### src/rtl/btn_pkg.sv
// Shared constants and types for the push-button conditioning stage.
package btn_pkg;

    localparam int unsigned BTN_PAUSE  = 0;
    localparam int unsigned BTN_FASTER = 1;
    localparam int unsigned BTN_SLOWER = 2;

    localparam int unsigned DEF_NUM_BTN           = 3;
    localparam int unsigned DEF_DEBOUNCE_BITS     = 18;
    localparam int unsigned DEF_REPEAT_DELAY_BITS = 22;
    localparam int unsigned DEF_REPEAT_RATE_BITS  = 20;

    typedef enum logic [1:0] {
        REP_IDLE  = 2'd0,
        REP_DELAY = 2'd1,
        REP_RATE  = 2'd2
    } rep_state_e;

endpackage

### src/rtl/btn_debounce_ch.sv
// One button channel: 2-flop synchroniser, saturating debounce counter, edge pulses.
// Auto-repeat of press pulses while held is built only when BTN_AUTOREPEAT_EN is defined.
module btn_debounce_ch
    import btn_pkg::*;
#(
    parameter int unsigned DEBOUNCE_BITS     = DEF_DEBOUNCE_BITS,
    parameter int unsigned REPEAT_DELAY_BITS = DEF_REPEAT_DELAY_BITS,
    parameter int unsigned REPEAT_RATE_BITS  = DEF_REPEAT_RATE_BITS
) (
    input  logic clk,
    input  logic rst_n,
    input  logic btn_raw,
    output logic level,
    output logic press_pulse,
    output logic release_pulse
);

    logic                     sync_q1;
    logic                     sync_q2;
    logic [DEBOUNCE_BITS-1:0] db_cnt;
    logic                     flip_c;
    logic                     rise_c;
    logic                     fall_c;
    logic                     rep_fire_c;

    // The level only flips after the counter has saturated on a disagreeing input
    assign flip_c = (sync_q2 != level) && (db_cnt == '1);
    assign rise_c = flip_c & sync_q2;
    assign fall_c = flip_c & ~sync_q2;

    always_ff @(posedge clk) begin
        if (!rst_n) begin
            sync_q1       <= 1'b0;
            sync_q2       <= 1'b0;
            db_cnt        <= '0;
            level         <= 1'b0;
            press_pulse   <= 1'b0;
            release_pulse <= 1'b0;
        end else begin
            sync_q1       <= btn_raw;
            sync_q2       <= sync_q1;
            press_pulse   <= rise_c | rep_fire_c;
            release_pulse <= fall_c;
            if (sync_q2 == level) begin
                db_cnt <= '0;
            end else if (flip_c) begin
                level  <= sync_q2;
                db_cnt <= '0;
            end else begin
                db_cnt <= db_cnt + DEBOUNCE_BITS'(1);
            end
        end
    end

`ifdef BTN_AUTOREPEAT_EN
    localparam int unsigned REP_W =
        (REPEAT_DELAY_BITS > REPEAT_RATE_BITS) ? REPEAT_DELAY_BITS : REPEAT_RATE_BITS;
    localparam logic [REP_W-1:0] DLY_LAST = {REP_W{1'b1}} >> (REP_W - REPEAT_DELAY_BITS);
    localparam logic [REP_W-1:0] RATE_LAST = {REP_W{1'b1}} >> (REP_W - REPEAT_RATE_BITS);

    rep_state_e       state;
    rep_state_e       state_nxt;
    logic [REP_W-1:0] rep_cnt;
    logic [REP_W-1:0] rep_cnt_nxt;

    always_ff @(posedge clk) begin
        if (!rst_n) begin
            state   <= REP_IDLE;
            rep_cnt <= '0;
        end else begin
            state   <= state_nxt;
            rep_cnt <= rep_cnt_nxt;
        end
    end

    // A debounced release always takes priority over a coincident terminal count
    always_comb begin
        state_nxt   = state;
        rep_cnt_nxt = rep_cnt;
        rep_fire_c  = 1'b0;
        case (state)
            REP_IDLE: begin
                if (rise_c) begin
                    state_nxt   = REP_DELAY;
                    rep_cnt_nxt = '0;
                end
            end
            REP_DELAY: begin
                if (fall_c) begin
                    state_nxt = REP_IDLE;
                end else if (rep_cnt == DLY_LAST) begin
                    rep_fire_c  = 1'b1;
                    rep_cnt_nxt = '0;
                    state_nxt   = REP_RATE;
                end else begin
                    rep_cnt_nxt = rep_cnt + REP_W'(1);
                end
            end
            REP_RATE: begin
                if (fall_c) begin
                    state_nxt = REP_IDLE;
                end else if (rep_cnt == RATE_LAST) begin
                    rep_fire_c  = 1'b1;
                    rep_cnt_nxt = '0;
                end else begin
                    rep_cnt_nxt = rep_cnt + REP_W'(1);
                end
            end
            default: state_nxt = REP_IDLE;
        endcase
    end
`else
    logic [31:0] rep_cfg_unused;
    assign rep_cfg_unused = 32'(REPEAT_DELAY_BITS + REPEAT_RATE_BITS);
    assign rep_fire_c     = 1'b0;
`endif

endmodule

### src/rtl/btn_conditioner.sv
// Push-button input conditioning for the LED bargraph: NUM_BTN independent channels.
// Define BTN_AUTOREPEAT_EN to add auto-repeat press pulses while a button is held.
module btn_conditioner
    import btn_pkg::*;
#(
    parameter int unsigned NUM_BTN           = DEF_NUM_BTN,
    parameter int unsigned DEBOUNCE_BITS     = DEF_DEBOUNCE_BITS,
    parameter int unsigned REPEAT_DELAY_BITS = DEF_REPEAT_DELAY_BITS,
    parameter int unsigned REPEAT_RATE_BITS  = DEF_REPEAT_RATE_BITS
) (
    input  logic               clk,
    input  logic               rst_n,
    input  logic [NUM_BTN-1:0] btn_i,
    output logic [NUM_BTN-1:0] btn_level_o,
    output logic [NUM_BTN-1:0] btn_press_o,
    output logic [NUM_BTN-1:0] btn_release_o
);

    for (genvar i = 0; i < NUM_BTN; i++) begin : g_ch
        btn_debounce_ch #(
            .DEBOUNCE_BITS     (DEBOUNCE_BITS),
            .REPEAT_DELAY_BITS (REPEAT_DELAY_BITS),
            .REPEAT_RATE_BITS  (REPEAT_RATE_BITS)
        ) u_ch (
            .clk           (clk),
            .rst_n         (rst_n),
            .btn_raw       (btn_i[i]),
            .level         (btn_level_o[i]),
            .press_pulse   (btn_press_o[i]),
            .release_pulse (btn_release_o[i])
        );
    end

endmodule

### config.mk
export PLATFORM = sky130hd
export DESIGN_NAME = btn_conditioner
export DESIGN_NICKNAME = d
export VERILOG_FILES = /design/src/rtl/btn_pkg.sv /design/src/rtl/btn_debounce_ch.sv /design/src/rtl/btn_conditioner.sv
export SDC_FILE = /design/constraint.sdc
export NUM_CORES = 1
export LEC_CHECK = 0
export CORE_MARGIN = 4
export CORE_UTILIZATION = 64
export CTS_CLUSTER_SIZE = 24
export DETAILED_ROUTE_END_ITERATION = 8
export PLACE_DENSITY_LB_ADDON = 0.25
export SYNTH_ARGS = -nofsm -noshare
export SYNTH_HDL_FRONTEND = slang
export SYNTH_SLANG_ARGS = --single-unit
### constraint.sdc
create_clock -name clk -period 6.06 [get_ports clk]
set_input_delay 0.606 -clock clk [delete_from_list [all_inputs] [get_ports clk]]
set_output_delay 0.606 -clock clk [all_outputs]
set_load 0.05 [all_outputs]
==> out/results.tsv, run 1 <==
metric	value	unit
Leakage	0.00102	uW
Detail Placement HPWL	3.72	mm
crit-path max FO	5	
total congestion overflow	0	
sequential area share after synthesis	0.456	
fin crit share	0.362	
CTS tree	done	
TritonCTS buffer count	9	
DRT Wirelength	5.36	mm
DR WL/cell	13.4	um
RSZ-0062 raised after global routing	no	
Worst IR Drop VDD	0.178	mV
Worst setup EP type	output pin	
top cell type's share of synthesized area	0.456	
register bit total from synthesis	69	
postcts setup bufs	0	
Die Area	5900	um2
diodes inserted	0	
post-layout min period	2.19	ns
Via Count	2296	
ys flop type	dfxtp_1	
# IOs	14	
fin worst setup slack	3.87	ns
Clock power frac	0.434	
Area contributors post-synth	dfxtp_1 46%, xor2_1 6.9%, nor2_1 5.9%	
vias in the first global route	2170	
worst slack, placed	3.75	ns
area delta synth->final	8.63	%
CTS resizes	0	
mapped cell area	3030	um2
Crit path max-delay family	buffers and inverters	
Cell variety after synth	40	
Via density	5.73	
FMAX	0.456	GHz
Critical Path Start Type	register	
Cell Chain, Critical Path	clkdlybuf4s50_1	
row cnt	24	
TNS Setup	0	ns
Mapped Cells	341	
Synth Warn #	0	
CTS Hold Bufs	0	
Max Cap Viol	0	
Synth Net Count	349	
H-tree levels	3	
outcome	finished clean	
leading area contributor after synthesis	dfxtp_1	
Initial Util	0.678	
Net Sw Power	168	uW
min-delay worst type	reg -> reg	
Arrival @ worst endpoint	1.59	ns
Die Span X	76.8	um
relative slew slack	0.604	
deepest clock path buffer count	2	
core area	4470	um2
First-pass DRT Iterations	4	
FILL cells	351	
mean post-synth cell area	8.89	um2
ys async rst share	0	
CP max stage delay	0.83	ns
initial antenna violation count	0	
classification of the worst setup path	reg -> out	
Final setup viols	0	
clock slew seen by the registers of the worst setup and hold paths	0.07	ns
Post-synth top cells	69 x dfxtp_1, 48 x nor2_1, 28 x nand3_1	
Pwr Density	251	nW/um2
top-count cell post-synth	dfxtp_1	
Gate power share	0.014	
multi-input combinational cell area	1490	um2
pin count of the biggest net entering global routing	18	
Detailed Route Iter0 Violations	146	
Final nets	352	
Pins Over Slew Limit	0	
Critical Path Slowest Stage Cell	clkdlybuf4s50_1	
Final GP Congestion	0.811	
internal power	659	uW
R2R Setup Slk	3.92	ns
I/O Buffers	13	
switching fraction of total power	0.204	
Worst EP required	5.45	ns
GRT Util Overall	0.195	
Reg power frac	0.553	
DRC	0	
root buffer cell	clkbuf_8	
ANT nets after route	0	
Buf/Inv on CP	1	
fraction of layout instances using a drive strength above 1	0.0716	
Die Ht	76.8	um
first-pass GRT wire length	9.40	mm
Final Hold Viols	0	
Layout Skew	0.00944	ns
total chip power	828	uW
final core utilization	0.736	
Post-synth EDFFs	0	
# clock sinks	69	
Worst-Margin Slew	0.593	ns
worst skew pair latency	0.34	ns
register area	1380	um2
==> per-stage QoR <==
step           area (um2)  hold WS [ns]  cells
2_1_floorplan        3030         0.412    341
3_3_place_gp         3100         0.416    385
3_5_place_dp         3100         0.418    385
4_1_cts              3290         0.446    401
5_1_grt              3290         0.467    401
6_report             3290         0.437    401
==> cells in the final DEF, fill, tap and decap left out, drive strengths merged, types with 2 or more instances in the layout <==
cell type      count
nor3b              2
and4               5
nand2             20
and2              10
xnor2             19
clkbuf            11
nor2              48
o21ai              8
inv                9
clkinv             4
and3               6
o31ai              3
xor2              24
nor4              13
a21oi              6
or4                5
nor3               5
dfxtp             69
nand3             29
or3                7
clkdlybuf4s50     13
ha                 3
or2                2
nand4             17
==> worst register-to-register path: stages (launching register included) <==
cell	delay [ns]
dfxtp_1	0.38
ha_1	0.26
nand2_1	0.14
or4_1	0.69
o21ai_4	0.45
nor2_1	0.10
==> routing by layer <==
layer | GRT usage | wire length (um) | vias to the layer above
li1 | - | - | 1181
met1 | 0.239 | 2580 | 1069
met2 | 0.313 | 2470 | 34
met3 | 0.0796 | 227 | 12
met4 | 0.0634 | 80 | 0
met5 | 0 | 0 | -
==> registers in the layout (all words and copies together), names as in the netlist <==
register and cells:
g_ch.u_ch.db_cnt 54, g_ch.u_ch.level 3, g_ch.u_ch.press_pulse 3, g_ch.u_ch.release_pulse 3, g_ch.u_ch.sync_q1 3, g_ch.u_ch.sync_q2 3
==> cell type report <==
| type | instances | area share |
|---|---|---|
| multi-input cells | 242 | 0.453 |
| inverters | 9 | 0.0103 |
| flip-flops and latches | 69 | 0.419 |
| clock inverters | 5 | 0.0152 |
| well taps | 52 | 0.0198 |
| repair buffers | 13 | 0.0395 |
| clock buffers | 11 | 0.0429 |
==> power by group through the flow <==
stage,Combinational (uW),Sequential [uW],Clock [uW]
after floorplan,7.16,467,0
after global placement,11.0,468,0
after detailed placement,11.3,468,0
after CTS,11.4,458,367
after global routing,12.8,458,391
final,11.2,458,359
==> final timing paths <==
kind | startpoint | end | depth (start not counted)
worst max-delay path | g_ch[2].u_ch.level | btn_level_o[2] | 1
worst min-delay path | g_ch[2].u_ch.sync_q1 | g_ch[2].u_ch.sync_q2 | 1
worst max register to register | g_ch[2].u_ch.db_cnt[0] | g_ch[2].u_ch.db_cnt[9] | 5
worst min register to register | g_ch[2].u_ch.sync_q1 | g_ch[2].u_ch.sync_q2 | 1
==> cells by family (layout without fill, tap and decap cells) <==
kind of cell	after synthesis	after routing	share of synthesized area
simple gates	173	173	0.301
mux	1	1	0.00330
fa+ha+maj	3	3	0.0124
xor+xnor	43	43	0.124
compound gates	22	22	0.0512
flops	69	69	0.456
buf+inv	30	38	0.0524
No activity file was read; power rests on OpenSTA's default activity.
==> run 2, diff against run 1 <==
- CORE_UTILIZATION: 64 -> 59
- clock period: 6.06 -> 2.12 ns (I/O delays scaled with it)
==> run 2 against run 1 <==
  * Largest power group unchanged
  * Sequential share of layout area down 0.93 points
  * Critical path depth up 4
  * Via count up 1.2%
==> out/results.tsv, run 2 (synthesis results as in run 1) <==
metric	value	unit	change
reg2reg end	g_ch[2].u_ch.db_cnt[16]		
Final setup viols	0		unchanged
I/O Buffers	13		unchanged
Die Area	6350	um2	+7.6%
crit-path max FO	7		+2
RR Startpoint	g_ch[2].u_ch.db_cnt[0]		
Initial Util	0.625		-0.0523
Die Ht	79.7	um	+3.7%
GRT Util Overall	0.192		-0.00337
most frequent cells in the layout	69 x dfxtp_1, 48 x nor2_1, 28 x nand3_1		
area delta synth->final	11.1	%	
# clock sinks	69		unchanged
fraction of layout instances using a drive strength above 1	0.0871		+0.0154
FMAX	0.509	GHz	
CTS resizes	0		unchanged
Final nets	361		+2.6%
Die Span X	79.7	um	+3.7%
core area	4850	um2	+8.4%
initial antenna violation count	0		unchanged
# IOs	14		unchanged
Pins Over Slew Limit	0		unchanged
deepest clock path buffer count	2		unchanged
vias in the first global route	2215		+2.1%
relative slew slack	0.639		+0.0348
Leakage	0.00106	uW	+3.1%
WHS Path Cells	1		unchanged
first-pass GRT wire length	9.65	mm	+2.6%
pin count of the biggest net entering global routing	16		-2
Reg with most FFs	g_ch.u_ch.db_cnt		
CTS tree	done		
TritonCTS buffer count	9		unchanged
fin crit share	0.928		
R2R Setup Slk	0.15	ns	-3.77 ns
Critical Path Start Type	register		
Largest register FFs	54		unchanged
diodes inserted	0		unchanged
outcome	finished clean		
DR WL/cell	12.9	um	-3.3%
Arrival @ worst endpoint	2.23	ns	+0.64 ns
DRC	0		unchanged
TNS Setup	0	ns	unchanged
Final Hold Viols	0		unchanged
post-layout min period	1.97	ns	
worst skew pair latency	0.33	ns	about the same
Worst-Margin Slew	0.537	ns	-0.0568 ns
Via density	5.49		-4.0%
Worst EP required	2.38	ns	-3.07 ns
Reg2Reg Depth	5		unchanged
root buffer cell	clkbuf_8		
total congestion overflow	0		unchanged
commonest non-fill, non-tap cell in the layout	dfxtp_1		
First-pass DRT Iterations	4		unchanged
ANT nets after route	0		unchanged
worst hold start	g_ch[2].u_ch.sync_q1		
Final GP Congestion	0.835		+2.9%
Hold EP	g_ch[2].u_ch.sync_q2		
DRT Wirelength	5.46	mm	+2.0%
min-delay worst type	reg -> reg		
classification of the worst setup path	reg -> reg		
Via Count	2324		+1.2%
Pwr Density	698	nW/um2	+180%
Max Cap Viol	0		unchanged
H-tree levels	3		unchanged
RSZ-0062 raised after global routing	no		
clock slew seen by the registers of the worst setup and hold paths	0.07	ns	about the same
Worst IR Drop VDD	0.537	mV	+200%
row cnt	25		+4.2%
final core utilization	0.695		-0.0413
Detailed Route Iter0 Violations	127		-13%
Detail Placement HPWL	3.78	mm	+1.7%
Worst setup EP type	register		
Layout Skew	0.00923	ns	-0.000207 ns
run 2: worst max path at each step:
stage / start / endpoint / slack (ns) / cells past startpoint
after global placement: g_ch[2].u_ch.db_cnt[0] / g_ch[2].u_ch.db_cnt[11] / 0.14 / 5
after detailed placement: g_ch[2].u_ch.db_cnt[0] / g_ch[2].u_ch.db_cnt[9] / 0.09 / 5
final: g_ch[2].u_ch.db_cnt[0] / g_ch[2].u_ch.db_cnt[16] / 0.15 / 5
after global routing: g_ch[2].u_ch.db_cnt[0] / g_ch[2].u_ch.db_cnt[16] / 0.03 / 5
after CTS: g_ch[2].u_ch.db_cnt[0] / g_ch[2].u_ch.db_cnt[9] / 0.09 / 5
after floorplan: g_ch[1].u_ch.db_cnt[0] / g_ch[1].u_ch.db_cnt[16] / 0.22 / 7
run 2: per-layer routing:
layer,vias to the layer above,share of wire,GRT usage
li1,1196,-,-
met2,36,0.43,0.298
met1,1085,0.51,0.255
met5,-,0,0
met4,0,0.012,0.0670
met3,7,0.049,0.0553
run 2: critical path: stages (launching register included):
cell,delay [ns]
dfxtp_1,0.39
ha_1,0.24
nand2_1,0.12
or4_1,0.64
or3_1,0.36
a21oi_1,0.14
run 2: power by group:
part / internal [uW] / total (uW) / switching [uW]
Clock: 562 / 1010 / 444
Sequential: 1300 / 1310 / 4.93
Combinational: 17.4 / 36.7 / 19.4
run 2: repair_timing:
| action | CTS | global route |
|---|---|---|
| hold buffers | 0 | 0 |
| endpoints found under the setup margin | 0 | 15 |
| setup buffers | 0 | 2 |
run 2: final cells by class:
class	instances	area, um2
clock inverters	2	35.0
multi-input cells	242	1490
inverters	9	33.8
clock buffers	12	145
repair buffers	22	198
fillers	386	1480
well taps	67	83.8
flip-flops and latches	69	1380
run 2: stage by stage:
stage          setup slack, ns  power [uW]  hold WS [ns]  std cells  cell area (um2)
4_1_cts                 0.0874        2370         0.446        421             3350
3_5_place_dp            0.0931        1370         0.437        407             3170
5_1_grt                 0.0325        2440         0.466        423             3370
2_1_floorplan            0.224        1360         0.339        341             3030
6_report                 0.154        2350         0.442        423             3370
3_3_place_gp             0.144        1370         0.417        407             3170
==> run 3, diff against run 2 <==
- CORE_UTILIZATION: 59 -> 64
- clock period: 2.12 -> 2.36 ns (I/O delays scaled with it)
==> run 3 against run 2 <==
  * Wire length down 1.3%
  * Clock skew increased by 0.00080 ns
  * Total power down 9.2%
  * Fmax fell by 4.1%
  * Core utilization grew 4.8 points
  * Count of clock-buffer cells in the layout decreased by 1
  * Sequential power down 11%
==> out/results.tsv, run 3 (synthesis results as in run 1) <==
metric	value	unit	change
ANT nets after route	0		unchanged
RSZ-0062 raised after global routing	no		
Die Area	5900	um2	-7.0%
I/O Buffers	13		unchanged
post-layout min period	2.05	ns	+0.0839 ns
RR Startpoint	g_ch[2].u_ch.db_cnt[0]		
reg2reg end	g_ch[2].u_ch.db_cnt[7]		
Net Sw Power	441	uW	-5.8%
commonest non-fill, non-tap cell in the layout	dfxtp_1		
CTS tree	done		
Reg2Reg Depth	5		unchanged
CTS Hold Bufs	0		unchanged
Worst-Margin Slew	0.630	ns	+0.0933 ns
TNS Setup	0	ns	unchanged
GRT Util Overall	0.200		+0.00760
Gate power share	0.014		-0.002
Worst IR Drop VDD	0.519	mV	-3.4%
Detailed Route Iter0 Violations	98		-23%
Reg with most FFs	g_ch.u_ch.db_cnt		
Via density	5.75		+4.7%
worst skew pair latency	0.35	ns	+0.02 ns
crit-path max FO	15		+8
switching fraction of total power	0.207		+0.00727
Clock power frac	0.436		+0.008
FILL cells	346		-10%
Die Ht	76.8	um	-3.6%
TritonCTS buffer count	9		unchanged
R2R Setup Slk	0.31	ns	+0.16 ns
clock slew seen by the registers of the worst setup and hold paths	0.07	ns	about the same
Min Hold Slack	0.444	ns	+0.00204 ns
Final GP Congestion	0.811		-2.9%
area delta synth->final	9.62	%	
# clock sinks	69		unchanged
pin count of the biggest net entering global routing	16		unchanged
crit path launch	g_ch[2].u_ch.db_cnt[0]		
Reg power frac	0.550		-0.006
Pins Over Slew Limit	0		unchanged
relative slew slack	0.576		-0.0627
Arrival @ worst endpoint	2.27	ns	+0.04 ns
Largest register FFs	54		unchanged
Final nets	356		-1.4%
Leakage	0.00104	uW	-1.1%
Layout Skew	0.0100	ns	+0.000796 ns
fraction of layout instances using a drive strength above 1	0.0822		-0.00493
# IOs	14		unchanged
outcome	finished clean		
Detail Placement HPWL	3.70	mm	-2.2%
Worst Setup EP	g_ch[2].u_ch.db_cnt[7]		
CTS resizes	0		unchanged
min-delay worst type	reg -> reg		
First-pass DRT Iterations	4		unchanged
core area	4470	um2	-7.7%
vias in the first global route	2290		+3.4%
FMAX	0.488	GHz	-4.1%
fin crit share	0.869		-0.0588
Pwr Density	643	nW/um2	-7.9%
H-tree levels	3		unchanged
Final setup viols	0		unchanged
total congestion overflow	0		unchanged
Critical Path Start Type	register		
Max Cap Viol	0		unchanged
deepest clock path buffer count	2		unchanged
Via Count	2330		+0.26%
root buffer cell	clkbuf_8		
postcts setup bufs	0		unchanged
Worst setup EP type	register		
Die Span X	76.8	um	-3.6%
first-pass GRT wire length	9.54	mm	-1.2%
initial antenna violation count	0		unchanged
Initial Util	0.678		+0.0523
Final Hold Viols	0		unchanged
DR WL/cell	13.3	um	+3.1%
DRT Wirelength	5.40	mm	-1.3%
Worst EP required	2.58	ns	+0.20 ns
DRC	0		unchanged
most frequent cells in the layout	69 x dfxtp_1, 48 x nor2_1, 28 x nand3_1		
classification of the worst setup path	reg -> reg		
internal power	1690	uW	-10%
diodes inserted	0		unchanged
row cnt	24		-4.0%
[run 3: layout make-up]
type	instances	area [um2]	area share
multi-input cells	242	1490	0.449
repair buffers	17	160	0.0482
clock buffers	11	141	0.0425
well taps	52	65.1	0.0196
clock inverters	5	50.0	0.0151
inverters	9	33.8	0.0102
flip-flops and latches	69	1380	0.416
[run 3: worst min path at each step]
stage,from,slack [ns],to,cells after the start
floorplan,btn_i[0],0.36,g_ch[0].u_ch.sync_q1,1
global placement,g_ch[2].u_ch.sync_q1,0.42,g_ch[2].u_ch.sync_q2,1
detailed placement,g_ch[2].u_ch.sync_q1,0.43,g_ch[2].u_ch.sync_q2,1
CTS,g_ch[2].u_ch.sync_q1,0.45,g_ch[2].u_ch.sync_q2,1
global route,g_ch[1].u_ch.sync_q1,0.47,g_ch[1].u_ch.sync_q2,1
finish,g_ch[2].u_ch.sync_q1,0.44,g_ch[2].u_ch.sync_q2,1
[run 3: per-layer routing]
| layer | global-route usage | vias up | share of wire |
|---|---|---|---|
| met5 | 0 | - | 0 |
| met3 | 0.0714 | 12 | 0.048 |
| met1 | 0.241 | 1088 | 0.47 |
| met4 | 0.0888 | 0 | 0.014 |
| met2 | 0.319 | 49 | 0.46 |
| li1 | - | 1181 | - |
[run 3: per-stage QoR]
stage / setup slack, ns / util / cell area, um2 / power, uW / cells
3_5_place_dp: 0.320 / 0.700 / 3130 / 1230 / 389
5_1_grt: 0.162 / 0.743 / 3320 / 2220 / 405
3_3_place_gp: 0.374 / 0.700 / 3130 / 1230 / 389
4_1_cts: 0.310 / 0.743 / 3320 / 2160 / 405
6_report: 0.310 / 0.743 / 3320 / 2140 / 405
2_1_floorplan: 0.464 / - / 3030 / 1220 / 341
[run 3: critical path, stage by stage (launching register included)]
cell	delay, ns
dfxtp_1	0.38
ha_1	0.24
nand2_1	0.12
or4_1	0.67
o21ai_4	0.42
nor2_1	0.10
[run 3: power by group through the flow]
stage	combinational (uW)	clock (uW)	sequential [uW]
detailed placement	31.2	0	1200
global placement	30.6	0	1200
floorplan	18.4	0	1200
finish	30.7	930	1170
CTS	31.3	950	1170
global route	34.9	1010	1170
